==> src/rtl/alu_share_arbiter.sv <==
// alu_share_arbiter: shares one combinational ALU between two requesters.
//   Round-robin grant, valid/ready request handshake, registered ALU operands
//   and a registered one-cycle response pulse per requester. The ALU itself
//   stays outside as a pure datapath. An operation occupies the ALU for two
//   cycles: IDLE (accept), then EXEC (capture result).
//
// Optional feature: define ALU_ARB_PERF_CNT_EN to add the saturating
//   per-requester grant counters grant_cnt0/grant_cnt1.
//
// Ports:
//   clk, rst                 clock (rising edge), async active-high reset
//   reqN_valid/ready         request handshake for requester N (N=0,1)
//   reqN_a/_b/_op            operands and ALU control code of requester N
//   rspN_valid               one-cycle result pulse to requester N
//   rspN_result/_zero        registered result and Zero flag (hold between pulses)
//   alu_srca/_b/_ctrl        registered operands/control to the shared ALU
//   alu_result/_zero         combinational ALU response
//   grant_cnt0/1             grants per requester (ALU_ARB_PERF_CNT_EN only)

module alu_share_arbiter #(
  parameter int unsigned WIDTH = 4,
  parameter int unsigned CNT_W = 8
) (
  input  logic             clk,
  input  logic             rst,
  input  logic             req0_valid,
  output logic             req0_ready,
  input  logic [WIDTH-1:0] req0_a,
  input  logic [WIDTH-1:0] req0_b,
  input  logic [2:0]       req0_op,
  input  logic             req1_valid,
  output logic             req1_ready,
  input  logic [WIDTH-1:0] req1_a,
  input  logic [WIDTH-1:0] req1_b,
  input  logic [2:0]       req1_op,
  output logic             rsp0_valid,
  output logic [WIDTH-1:0] rsp0_result,
  output logic             rsp0_zero,
  output logic             rsp1_valid,
  output logic [WIDTH-1:0] rsp1_result,
  output logic             rsp1_zero,
  output logic [WIDTH-1:0] alu_srca,
  output logic [WIDTH-1:0] alu_srcb,
  output logic [2:0]       alu_ctrl,
  input  logic [WIDTH-1:0] alu_result,
  input  logic             alu_zero
`ifdef ALU_ARB_PERF_CNT_EN
  ,
  output logic [CNT_W-1:0] grant_cnt0,
  output logic [CNT_W-1:0] grant_cnt1
`endif
);

  // Parking code forces an ALUControl change on every issue, so the ALU
  // re-evaluates even for back-to-back identical op codes.
  localparam logic [2:0] PARK_CTRL = 3'b111;

  if (CNT_W < 1) begin : g_cnt_w_chk
    $error("alu_share_arbiter: CNT_W must be at least 1");
  end

  typedef enum logic {
    IDLE = 1'b0,
    EXEC = 1'b1
  } state_t;

  state_t state;
  logic   owner;       // requester whose op is in EXEC
  logic   last_grant;  // requester granted most recently
  logic   grant0;
  logic   grant1;

  // Round-robin: a lone requester wins; on a tie the one not granted last wins.
  assign grant0 = (state == IDLE) && req0_valid && (!req1_valid || last_grant);
  assign grant1 = (state == IDLE) && req1_valid && (!req0_valid || !last_grant);

  assign req0_ready = grant0;
  assign req1_ready = grant1;

  // Arbiter FSM with registered ALU drive and response capture.
  always_ff @(posedge clk or posedge rst) begin
    if (rst) begin
      state       <= IDLE;
      owner       <= 1'b0;
      last_grant  <= 1'b1;
      alu_srca    <= '0;
      alu_srcb    <= '0;
      alu_ctrl    <= PARK_CTRL;
      rsp0_valid  <= 1'b0;
      rsp0_result <= '0;
      rsp0_zero   <= 1'b0;
      rsp1_valid  <= 1'b0;
      rsp1_result <= '0;
      rsp1_zero   <= 1'b0;
    end else begin
      rsp0_valid <= 1'b0;
      rsp1_valid <= 1'b0;
      case (state)
        IDLE: begin
          if (grant0) begin
            alu_srca   <= req0_a;
            alu_srcb   <= req0_b;
            alu_ctrl   <= req0_op;
            owner      <= 1'b0;
            last_grant <= 1'b0;
            state      <= EXEC;
          end else if (grant1) begin
            alu_srca   <= req1_a;
            alu_srcb   <= req1_b;
            alu_ctrl   <= req1_op;
            owner      <= 1'b1;
            last_grant <= 1'b1;
            state      <= EXEC;
          end
        end
        EXEC: begin
          if (owner) begin
            rsp1_valid  <= 1'b1;
            rsp1_result <= alu_result;
            rsp1_zero   <= alu_zero;
          end else begin
            rsp0_valid  <= 1'b1;
            rsp0_result <= alu_result;
            rsp0_zero   <= alu_zero;
          end
          alu_ctrl <= PARK_CTRL;
          state    <= IDLE;
        end
      endcase
    end
  end

`ifdef ALU_ARB_PERF_CNT_EN
  // Saturating grant counters, one step per accepted handshake.
  always_ff @(posedge clk or posedge rst) begin
    if (rst) begin
      grant_cnt0 <= '0;
      grant_cnt1 <= '0;
    end else begin
      if (grant0 && (grant_cnt0 != '1)) begin
        grant_cnt0 <= grant_cnt0 + CNT_W'(1);
      end
      if (grant1 && (grant_cnt1 != '1)) begin
        grant_cnt1 <= grant_cnt1 + CNT_W'(1);
      end
    end
  end
`endif

endmodule

==> config.mk <==
export PLATFORM = sky130hd
export DESIGN_NAME = alu_share_arbiter
export DESIGN_NICKNAME = d
export VERILOG_FILES = /design/src/rtl/alu_share_arbiter.sv
export SDC_FILE = /design/constraint.sdc
export NUM_CORES = 1
export LEC_CHECK = 0
export ABC_AREA = 0
export BUFFER_PORTS_ARGS = -buffer_cell sky130_fd_sc_hd__buf_2
export CORE_MARGIN = 2
export CORE_UTILIZATION = 48
export CTS_CLUSTER_DIAMETER = 100
export DETAILED_ROUTE_END_ITERATION = 10
export GPL_TIMING_DRIVEN = 0
export PLACE_DENSITY = 0.86
export RECOVER_POWER = 50
export SLEW_MARGIN = 20
export SYNTH_ARGS = -nofsm -noshare
export SYNTH_HDL_FRONTEND = slang
export SYNTH_SLANG_ARGS = --single-unit
==> constraint.sdc <==
create_clock -name clk -period 4.09 [get_ports clk]
set_input_delay 1.0225 -clock clk [delete_from_list [all_inputs] [get_ports clk]]
set_output_delay 1.0225 -clock clk [all_outputs]
set_load 0.05 [all_outputs]
Word level (Yosys, flattened, before mapping)
Index checks and enable logic that the tools add are counted.
{"block": "totals", "ff_bits": 26, "inputBits": 31, "output_inout_bits": 25, "word_cells": 44}
{"block": "op_classes", "eq_ne": 1, "muxes": 16, "bitwise_logic": 2, "reduce_logical": 13}
{"op": "4-bit two-way mux", "count": 4}
{"op": "1-bit two-way mux", "count": 8}
{"op": "3-bit two-way mux", "count": 2}
{"op": "3-bit one-hot mux with 2 select lines", "count": 1}
{"op": "2-bit AND reduction", "count": 3}
{"op": "1-bit logical AND", "count": 4}
{"op": "1-bit logical NOT", "count": 3}
{"op": "3-bit != test (second input constant)", "count": 1}
{"op": "1-bit logical OR", "count": 2}
{"op": "1-bit NOT", "count": 2}
{"op": "1-bit one-hot mux with 2 select lines", "count": 1}
{"op": "2-bit nonzero test", "count": 1}

Logic depth before layout (Yosys ltp)
Gate-level depths: netlist of the first run.
{"block": "logic_depth", "depth_word": 6, "ltp_mapped": 6, "mapped_depth_nobuf": 4}

Least setup slack after synthesis of the first run
Ideal clock, no wire load.
{"block": "synth_path", "path_kind": "input to output", "start": "in req1_valid", "end": "out req0_ready", "arrival_time_ns": 1.859, "required_time_ns": 3.068, "slack_ns": 1.209, "path_stages": 4, "n_path_buf": 1, "cell_sequence": "and2b_4 buf_6 or2_4 inv_1"}
{"block": "synth_between", "elab_chain_cells": 3}
{"item": "start: declaration", "line": "31", "rtl": "input logic req1_valid,"}
{"item": "1-bit logical NOT", "line": "74", "rtl": "assign grant0 = (state == IDLE) && req0_valid && (!req1_valid || last_grant);"}
{"item": "1-bit logical OR", "line": "74"}
{"item": "1-bit logical AND", "line": "74"}
{"item": "end: declaration", "line": "27", "rtl": "output logic req0_ready,"}
Every way passes these cells.

Final worst setup path of the first run
{"block": "layout_path", "start": "in req0_valid", "end": "out req0_ready"}
{"block": "layout_between", "elab_chain_cells": 2}
{"item": "start: declaration", "line": "26", "rtl": "input logic req0_valid,"}
{"item": "1-bit logical AND (2 in a row)", "line": "74"}
Every way passes these cells.

==> results.cfg, run 1 <==
[run_status]
outcome = completed

[route]
drt_iter0_drc = 10
routed_via_density = 5.36
drc = 0
wl_um = 2640
drt-pass1-iter-count = 2
route.vias.total = 922
drtAntennaViolNets = 0
routedWlPerCell_um = 15.3

[final_layout]
layout.core_utilization_pct = 66.0
drive_gt1_share_pct = 62.5
nets = 176
n_antenna_cell = 0
syn2layout_area_growth_pct = 29.3
fillCellCount = 177

[yosys]
synth_xor_area_share_pct = 0
ys_types = 23
synth_edf_count = 0
yosys_warnings = 0
synthMuxAreaShare_pct = 9.88
synthCells = 85
synth_compound_area_share_pct = 13.0
synth_top_family_by_area = simple AND/OR/NAND/NOR gates
async_flop_share_pct = 100
yosysSeqAreaShare_pct = 57.5
syn-num-nets = 116
synthAdderAreaFrac_pct = 0
synth_area_per_cell_um2 = 13.4
ys_ff_latch = 26
synth_area_um2 = 1140
synth_ff_type = dfrtp_1
yosys.area_share.simple_pct = 13.9

[timing]
fin_ws_ns = 0.889
fmax_ghz = 0.312
period_needed_ns = 3.20
hold_viol = 0
setup_tns_ns = 0
final-setup-viol-count = 0
rsz0062_at_grt = no
drv_slew = 0
skew_ns = 0.00446
finalCritPeriodShare_pct = 78.3
tightest_slew_ns = 0.958
relSlewSlack_pct = 36.1

[placed_design]
io_buffers = 55
place_hpwl_um = 2100
gp_congestion = 0.794
pre_cts_ws_ns = 1.02

[power]
p_sw_w = 0.000479
clkPwrFrac_pct = 12.5
leakagePower_nw = 0.701
seqPwrFrac_pct = 37.4
internal_power_w = 0.000541
total_power_w = 0.00102
power.density_nw_per_um2 = 692
power_frac_comb_pct = 50.2
sw_frac_of_total_pct = 46.9
peakVddDrop_mv = 0.516

[setup_path]
worstSetupPathDepth = 6
regToRegSetupSlack_ns = 2.45
slowest_stage = or2_4
worstSetupEndpointType = output pin
regToRegEndpoint = rsp0_zero$_DFFE_PP0P_
cp.required_ns = 3.07
reg2reg_depth = 4
path_buf_inv = 4
cp-start-kind = input port
arrival_ns = 2.18
path_class = in2out
cp-startpoint = req0_valid
reg2reg_from = state$_DFF_PP0_
path_delay_family = buffers and inverters
cp_slowest_stage_delay_ns = 0.28
crit_chain = clkbuf_1, nand2b_2, buf_6, or2_4, inv_1, buf_2
crit_fanout = 10
cp-endpoint = req0_ready

[floorplan]
pin_count = 56
die_h_um = 52.7
die_width_um = 52.7
coreArea_um2 = 2230
die-area_um2 = 2780
initial_core_util_pct = 51.0
rows = 17

[global_routing]
grt_pass1_wl_um = 4360
grt_pass1_vias = 950
grt.total_usage_pct = 21.8
grt_max_degree = 27
grt.overflow.total = 0
antenna_found_initial = 0

[clock_network]
ctsHoldBuffers = 0
clock_path_buffers = 2
clock_latency_ns = 0.32
cts-root-buf = clkbuf_4
clk_pin_slew_worst_paths_ns = 0.13
numCtsBuffers = 3
tritoncts = yes
htree_levels = 1
cts_resized = 0
clock-sinks = 26
cts_setup_buffers = 0

[worst_hold_path]
hold_path.class = reg2reg

[flow_run]
max-cap-violations = 0
[layout make-up]
class	count	area, um2	share of cell area (%)
timing repair buffer	55	274	18.6
inverter	4	15.0	1.02
clock buffer	4	36.3	2.46
buffer	5	41.3	2.80
sequential	26	656	44.5
multi-input combinational	50	417	28.3
tap	28	35.0	2.38
[Yosys cell counts, types with 2 or more instances]
master / number / share of area (%)
or3_2: 2 / 1.3
a211oi_2: 3 / 3.3
dfrtp_1: 22 / 48
or3_1: 6 / 3.3
a21o_1: 2 / 1.3
mux2_2: 10 / 9.9
nand2_1: 2 / 0.66
nor4_1: 3 / 1.6
inv_1: 4 / 1.3
buf_6: 4 / 4.0
dfstp_2: 4 / 9.2
nor3_1: 6 / 2.6
o221a_2: 7 / 6.9
[cell usage in the layout, fill, tap and decap left out]
cell / instances
nor2_1: 2
or3_2: 2
or3_1: 6
clkbuf_8: 1
or2_4: 1
a211oi_2: 3
nor2b_1: 1
dfstp_2: 4
buf_6: 3
mux2_2: 10
o21ai_0: 1
o221a_1: 1
nor4_1: 3
and2b_4: 1
nor3_1: 6
a21o_1: 2
nand2b_2: 1
buf_2: 54
dfrtp_1: 22
clkbuf_1: 3
inv_1: 4
nand2_1: 2
clkbuf_4: 3
nand2b_1: 1
o221a_2: 7
[state kept, by name, indices dropped and copies added, names as in the netlist]
register	cells
alu_ctrl	3
alu_srca	4
alu_srcb	4
last_grant	1
owner	1
rsp0_result	4
rsp0_valid	1
rsp0_zero	1
rsp1_result	4
rsp1_valid	1
rsp1_zero	1
state	1
[tightest hold or removal path, cell delays in order (launching register included)]
cell	delay [ns]
dfstp_2	0.40
nand2_1	0.05
o21ai_0	0.07
[per-layer routing]
| layer | vias up | global-route usage, % | part of all wire [%] | routed length, um |
|---|---|---|---|---|
| met3 | 4 | 3.14 | 4.4 | 117 |
| met4 | 0 | 7.69 | 1.4 | 36 |
| met1 | 455 | 24.8 | 40 | 1040 |
| met2 | 29 | 40.6 | 55 | 1440 |
| li1 | 434 | - | - | - |
| met5 | - | 0 | 0 | 0 |
[stage by stage]
stage / hold WS [ns] / std cells / instance area (um2)
after global placement: 0.477 / 168 / 1450
after CTS: 0.512 / 172 / 1490
final: 0.514 / 172 / 1470
after detailed placement: 0.488 / 168 / 1450
after floorplan: 0.468 / 85 / 1140
after global routing: 0.540 / 172 / 1470
[how the worst min path moves through the flow]
stage / from / endpoint / slack [ns] / cells after the start
finish: last_grant$_DFFE_PP1P_ / last_grant$_DFFE_PP1P_ / 0.51 / 2
global route: last_grant$_DFFE_PP1P_ / last_grant$_DFFE_PP1P_ / 0.54 / 2
floorplan: last_grant$_DFFE_PP1P_ / last_grant$_DFFE_PP1P_ / 0.47 / 2
global placement: last_grant$_DFFE_PP1P_ / last_grant$_DFFE_PP1P_ / 0.48 / 2
CTS: last_grant$_DFFE_PP1P_ / last_grant$_DFFE_PP1P_ / 0.51 / 2
detailed placement: rsp1_result[2]$_DFFE_PP0P_ / rsp1_result[2]$_DFFE_PP0P_ / 0.49 / 1
[power groups by stage]
stage,Clock (W),Sequential (W),Combinational (W)
after floorplan,0,0.000644,0.000136
after global placement,0,0.000381,0.000507
after detailed placement,0,0.000389,0.000519
after CTS,0.000134,0.000383,0.000519
after global routing,0.000141,0.000392,0.000537
final,0.000127,0.000381,0.000512
[kinds of logic (layout without fill, tap and decap cells)]
family | Yosys count | in the layout
flops | 26 | 26
simple gates | 26 | 26
compound gates | 14 | 14
mux | 10 | 10
buf+inv | 9 | 68
No activity file was read; power rests on OpenSTA's default activity.
==> run 2, diff against run 1 <==
Settings changed: CORE_UTILIZATION 48 to 44, PLACE_DENSITY 0.86 to 0.8.
Clock period 4.09 ns to 3.3 ns, I/O delays scaled along.
==> results.cfg, run 2 (synthesized netlist as in run 1, its figures left out) <==
[clock_network]
ctsHoldBuffers = 0
cts_setup_buffers = 0
htree_levels = 1
clk_pin_slew_worst_paths_ns = 0.14
clock_path_buffers = 2
tritoncts = yes
clock-sinks = 26
cts_resized = 0
clock_latency_ns = 0.32
cts-root-buf = clkbuf_4
numCtsBuffers = 3

[timing]
fmax_ghz = 0.348
tightest_slew_ns = 0.948
final-setup-viol-count = 0
relSlewSlack_pct = 36.7
hold_viol = 0
setup_tns_ns = 0
drv_slew = 0
period_needed_ns = 2.87
rsz0062_at_grt = no
skew_ns = 0.00811
finalCritPeriodShare_pct = 87.1

[final_layout]
n_antenna_cell = 0
final_cell_mix = buf_2, dfrtp_1, mux2_2
final_area_um2 = 1490
syn2layout_area_growth_pct = 30.7
nets = 176
drive_gt1_share_pct = 61.8
fillCellCount = 225
layout_commonest_cell = buf_2

[floorplan]
die-area_um2 = 3010
initial_core_util_pct = 46.4
coreArea_um2 = 2450
rows = 18
pin_count = 56
die_h_um = 54.9
die_width_um = 54.9

[global_routing]
grt.total_usage_pct = 17.9
grt.overflow.total = 0
grt_pass1_vias = 927
grt_max_degree = 27
antenna_found_initial = 0
grt_pass1_wl_um = 3900

[setup_path]
cp-startpoint = req0_valid
path_delay_family = buffers and inverters
cp_slowest_stage_delay_ns = 0.35
regToRegSetupSlack_ns = 1.71
path_buf_inv = 4
arrival_ns = 2.05
path_class = in2out
cp.required_ns = 2.47
cp-start-kind = input port
slowest_stage = or2_0
crit_fanout = 10
crit_chain = clkbuf_1, nand2b_2, buf_6, or2_0, inv_1, buf_2
reg2reg_from = state$_DFF_PP0_
worstSetupEndpointType = output pin

[power]
peakVddDrop_mv = 0.599
leakagePower_nw = 0.707
power.density_nw_per_um2 = 883

[flow_run]
max-cap-violations = 0

[route]
wl_um = 2450
drtAntennaViolNets = 0
drt_iter0_drc = 13
routed_via_density = 5.11
highest_layer = met4
route.vias.total = 890
drc = 0
drt-pass1-iter-count = 4
wl_met2_um = 1280
routedWlPerCell_um = 14.1
met1Wirelength_um = 1000
met3WireLength_um = 150

[placed_design]
placed_cell_area_um2 = 1450
place_hpwl_um = 1980
gp_congestion = 0.805
io_buffers = 55

[worst_hold_path]
min_from = last_grant$_DFFE_PP1P_
hold_path.class = reg2reg

[run_status]
outcome = completed
run 2: area by class of cell:
| type | instances | area (um2) | share of cell area [%] |
|---|---|---|---|
| inverter | 4 | 15.0 | 1.01 |
| timing repair buffer | 55 | 274 | 18.4 |
| sequential | 26 | 656 | 44.0 |
| tap | 30 | 37.5 | 2.52 |
| buffer | 5 | 41.3 | 2.77 |
| clock buffer | 3 | 22.5 | 1.51 |
| multi-input combinational | 50 | 414 | 27.8 |
| clock inverter | 1 | 30.0 | 2.02 |
run 2: final timing paths:
kind | end | cells past startpoint
hold / removal | last_grant$_DFFE_PP1P_ | 2
hold reg to reg | last_grant$_DFFE_PP1P_ | 2
max in group asynchronous | alu_srca[0]$_DFFE_PP0P_ | 2
min in group asynchronous | rsp1_result[1]$_DFFE_PP0P_ | 2
setup reg to reg | rsp0_result[1]$_DFFE_PP0P_ | 4
setup / recovery | req0_ready | 6
run 2: metal layers:
| metal | GRT usage, % | vias to the layer above |
|---|---|---|
| met5 | 0 | - |
| met4 | 5.28 | 0 |
| met3 | 3.23 | 2 |
| met2 | 31.7 | 36 |
| met1 | 22.3 | 425 |
| li1 | - | 427 |
run 2: tightest hold or removal path: stages (launching register included):
cell	delay, ns
dfstp_2	0.41
nand2_1	0.05
o21ai_0	0.07
run 2: power by group:
part,switching [W],leakage (nW),internal [W]
registers,0.0000483,0.296,0.000423
clock network,0.0000925,0.0279,0.000123
logic,0.000450,0.383,0.000179
total,0.000591,0.707,0.000724
run 2: per-stage QoR:
stage | util [%] | std cells | hold slack (ns) | total power (W) | setup slack [ns]
3_5_place_dp | 59.2 | 170 | 0.490 | 0.00112 | 0.647
3_3_place_gp | 59.2 | 170 | 0.479 | 0.00110 | 0.648
4_1_cts | 61.3 | 174 | 0.519 | 0.00133 | 0.642
5_1_grt | 60.7 | 174 | 0.533 | 0.00138 | 0.349
2_1_floorplan | - | 85 | 0.468 | 0.000966 | 0.814
6_report | 60.7 | 174 | 0.517 | 0.00132 | 0.425
==> run 3, diff against run 2 <==
Settings changed: CORE_UTILIZATION 44 to 25, PLACE_DENSITY 0.8 to 0.52.
==> results.cfg, run 3 (synthesized netlist as in run 1, its figures left out) <==
[run_status]
outcome = completed

[final_layout]
nets = 176
final_area_um2 = 1540
layout.cells.non_filler = 196
n_antenna_cell = 0
syn2layout_area_growth_pct = 35.2
drive_gt1_share_pct = 63.2
layout_commonest_cell = buf_2
final_cell_mix = buf_2, dfrtp_1, mux2_2

[placed_design]
pre_cts_ws_ns = 0.616
placed_cell_area_um2 = 1480
place_hpwl_um = 2180
dp_cells = 192
io_buffers = 55
gp_congestion = 0.757

[clock_network]
cts_setup_buffers = 0
clk_pin_slew_worst_paths_ns = 0.09
cts-root-buf = clkbuf_8
htree_levels = 1
clock_path_buffers = 2
cts_resized = 0
tritoncts = yes
ctsHoldBuffers = 0
clock_latency_ns = 0.27
numCtsBuffers = 3
clock-sinks = 26

[timing]
skew_ns = 0.00159
setup_tns_ns = 0
period_needed_ns = 2.82
relSlewSlack_pct = 33.5
fmax_ghz = 0.354
rsz0062_at_grt = no
hold_slack_ns = 0.503
finalCritPeriodShare_pct = 85.6
hold_viol = 0
tightest_slew_ns = 0.996
final-setup-viol-count = 0
fin_ws_ns = 0.477
drv_slew = 0

[route]
route.vias.total = 928
drt_iter0_drc = 53
routedWlPerCell_um = 14.8
drc = 0
wl_um = 2890
drtAntennaViolNets = 0
drt-pass1-iter-count = 4
routed_via_density = 4.73

[global_routing]
antenna_found_initial = 0
grt_pass1_vias = 896
grt.total_usage_pct = 11.5
grt_max_degree = 27
grt.overflow.total = 0
grt_pass1_wl_um = 4620

[floorplan]
die_h_um = 71.5
coreArea_um2 = 4380
rows = 24
initial_core_util_pct = 26.0
die-area_um2 = 5120
pin_count = 56
die_width_um = 71.5

[power]
power_frac_comb_pct = 46.4
power.density_nw_per_um2 = 889
leakagePower_nw = 0.716
peakVddDrop_mv = 0.230
internal_power_w = 0.000766
p_sw_w = 0.000605
sw_frac_of_total_pct = 44.1
seqPwrFrac_pct = 34.4
clkPwrFrac_pct = 19.2

[setup_path]
crit_fanout = 10
cp-start-kind = input port
path_class = in2out
worstSetupEndpointType = output pin
arrival_ns = 2.00
cp.required_ns = 2.47

[flow_run]
max-cap-violations = 0

[worst_hold_path]
hold_path.class = reg2reg
==> run 3: worst paths after layout <==
check	end	cells past startpoint	slack, ns	start
min in group asynchronous	rsp0_valid$_DFF_PP0_	2	0.78	rst
hold reg to reg	last_grant$_DFFE_PP1P_	2	0.50	last_grant$_DFFE_PP1P_
setup / recovery	req0_ready	6	0.48	req0_valid
setup reg to reg	rsp0_result[1]$_DFFE_PP0P_	4	1.63	state$_DFF_PP0_
hold / removal	last_grant$_DFFE_PP1P_	2	0.50	last_grant$_DFFE_PP1P_
max in group asynchronous	rsp0_result[2]$_DFFE_PP0P_	2	1.92	rst
==> run 3: layer usage <==
metal / GRT usage [%] / vias to the layer above / part of all wire [%]
met5: 0 / - / 0
li1: - / 432 / -
met2: 17.5 / 42 / 44
met1: 16.7 / 452 / 47
met4: 3.77 / 0 / 1.0
met3: 2.11 / 2 / 8.4
==> run 3: worst max-delay path: stages <==
cell	delay [ns]
clkbuf_1	0.27
nand2b_2	0.14
buf_6	0.16
or2_4	0.29
inv_1	0.06
buf_2	0.25
==> run 3: through the flow <==
stage | util, % | total power (W)
after floorplan | - | 0.000966
after global placement | 33.8 | 0.00111
after detailed placement | 33.8 | 0.00113
after CTS | 35.4 | 0.00139
after global routing | 35.2 | 0.00145
final | 35.2 | 0.00137
==> run 3: power by group through the flow <==
| stage | Sequential (W) | Combinational [W] | Clock [W] |
|---|---|---|---|
| detailed placement | 0.000480 | 0.000646 | 0 |
| floorplan | 0.000798 | 0.000168 | 0 |
| finish | 0.000471 | 0.000636 | 0.000263 |
| CTS | 0.000473 | 0.000647 | 0.000274 |
| global placement | 0.000474 | 0.000638 | 0 |
| global route | 0.000486 | 0.000668 | 0.000293 |
==> run 3: area by class of cell <==
type	instances	area (um2)
Inverter	4	15.0
Sequential cell	26	656
Clock inverter	1	30.0
Multi-Input combinational cell	50	419
Clock buffer	3	41.3
Tap cell	52	65.1
Buffer	5	41.3
Timing Repair Buffer	55	274
Fill cell	447	2840
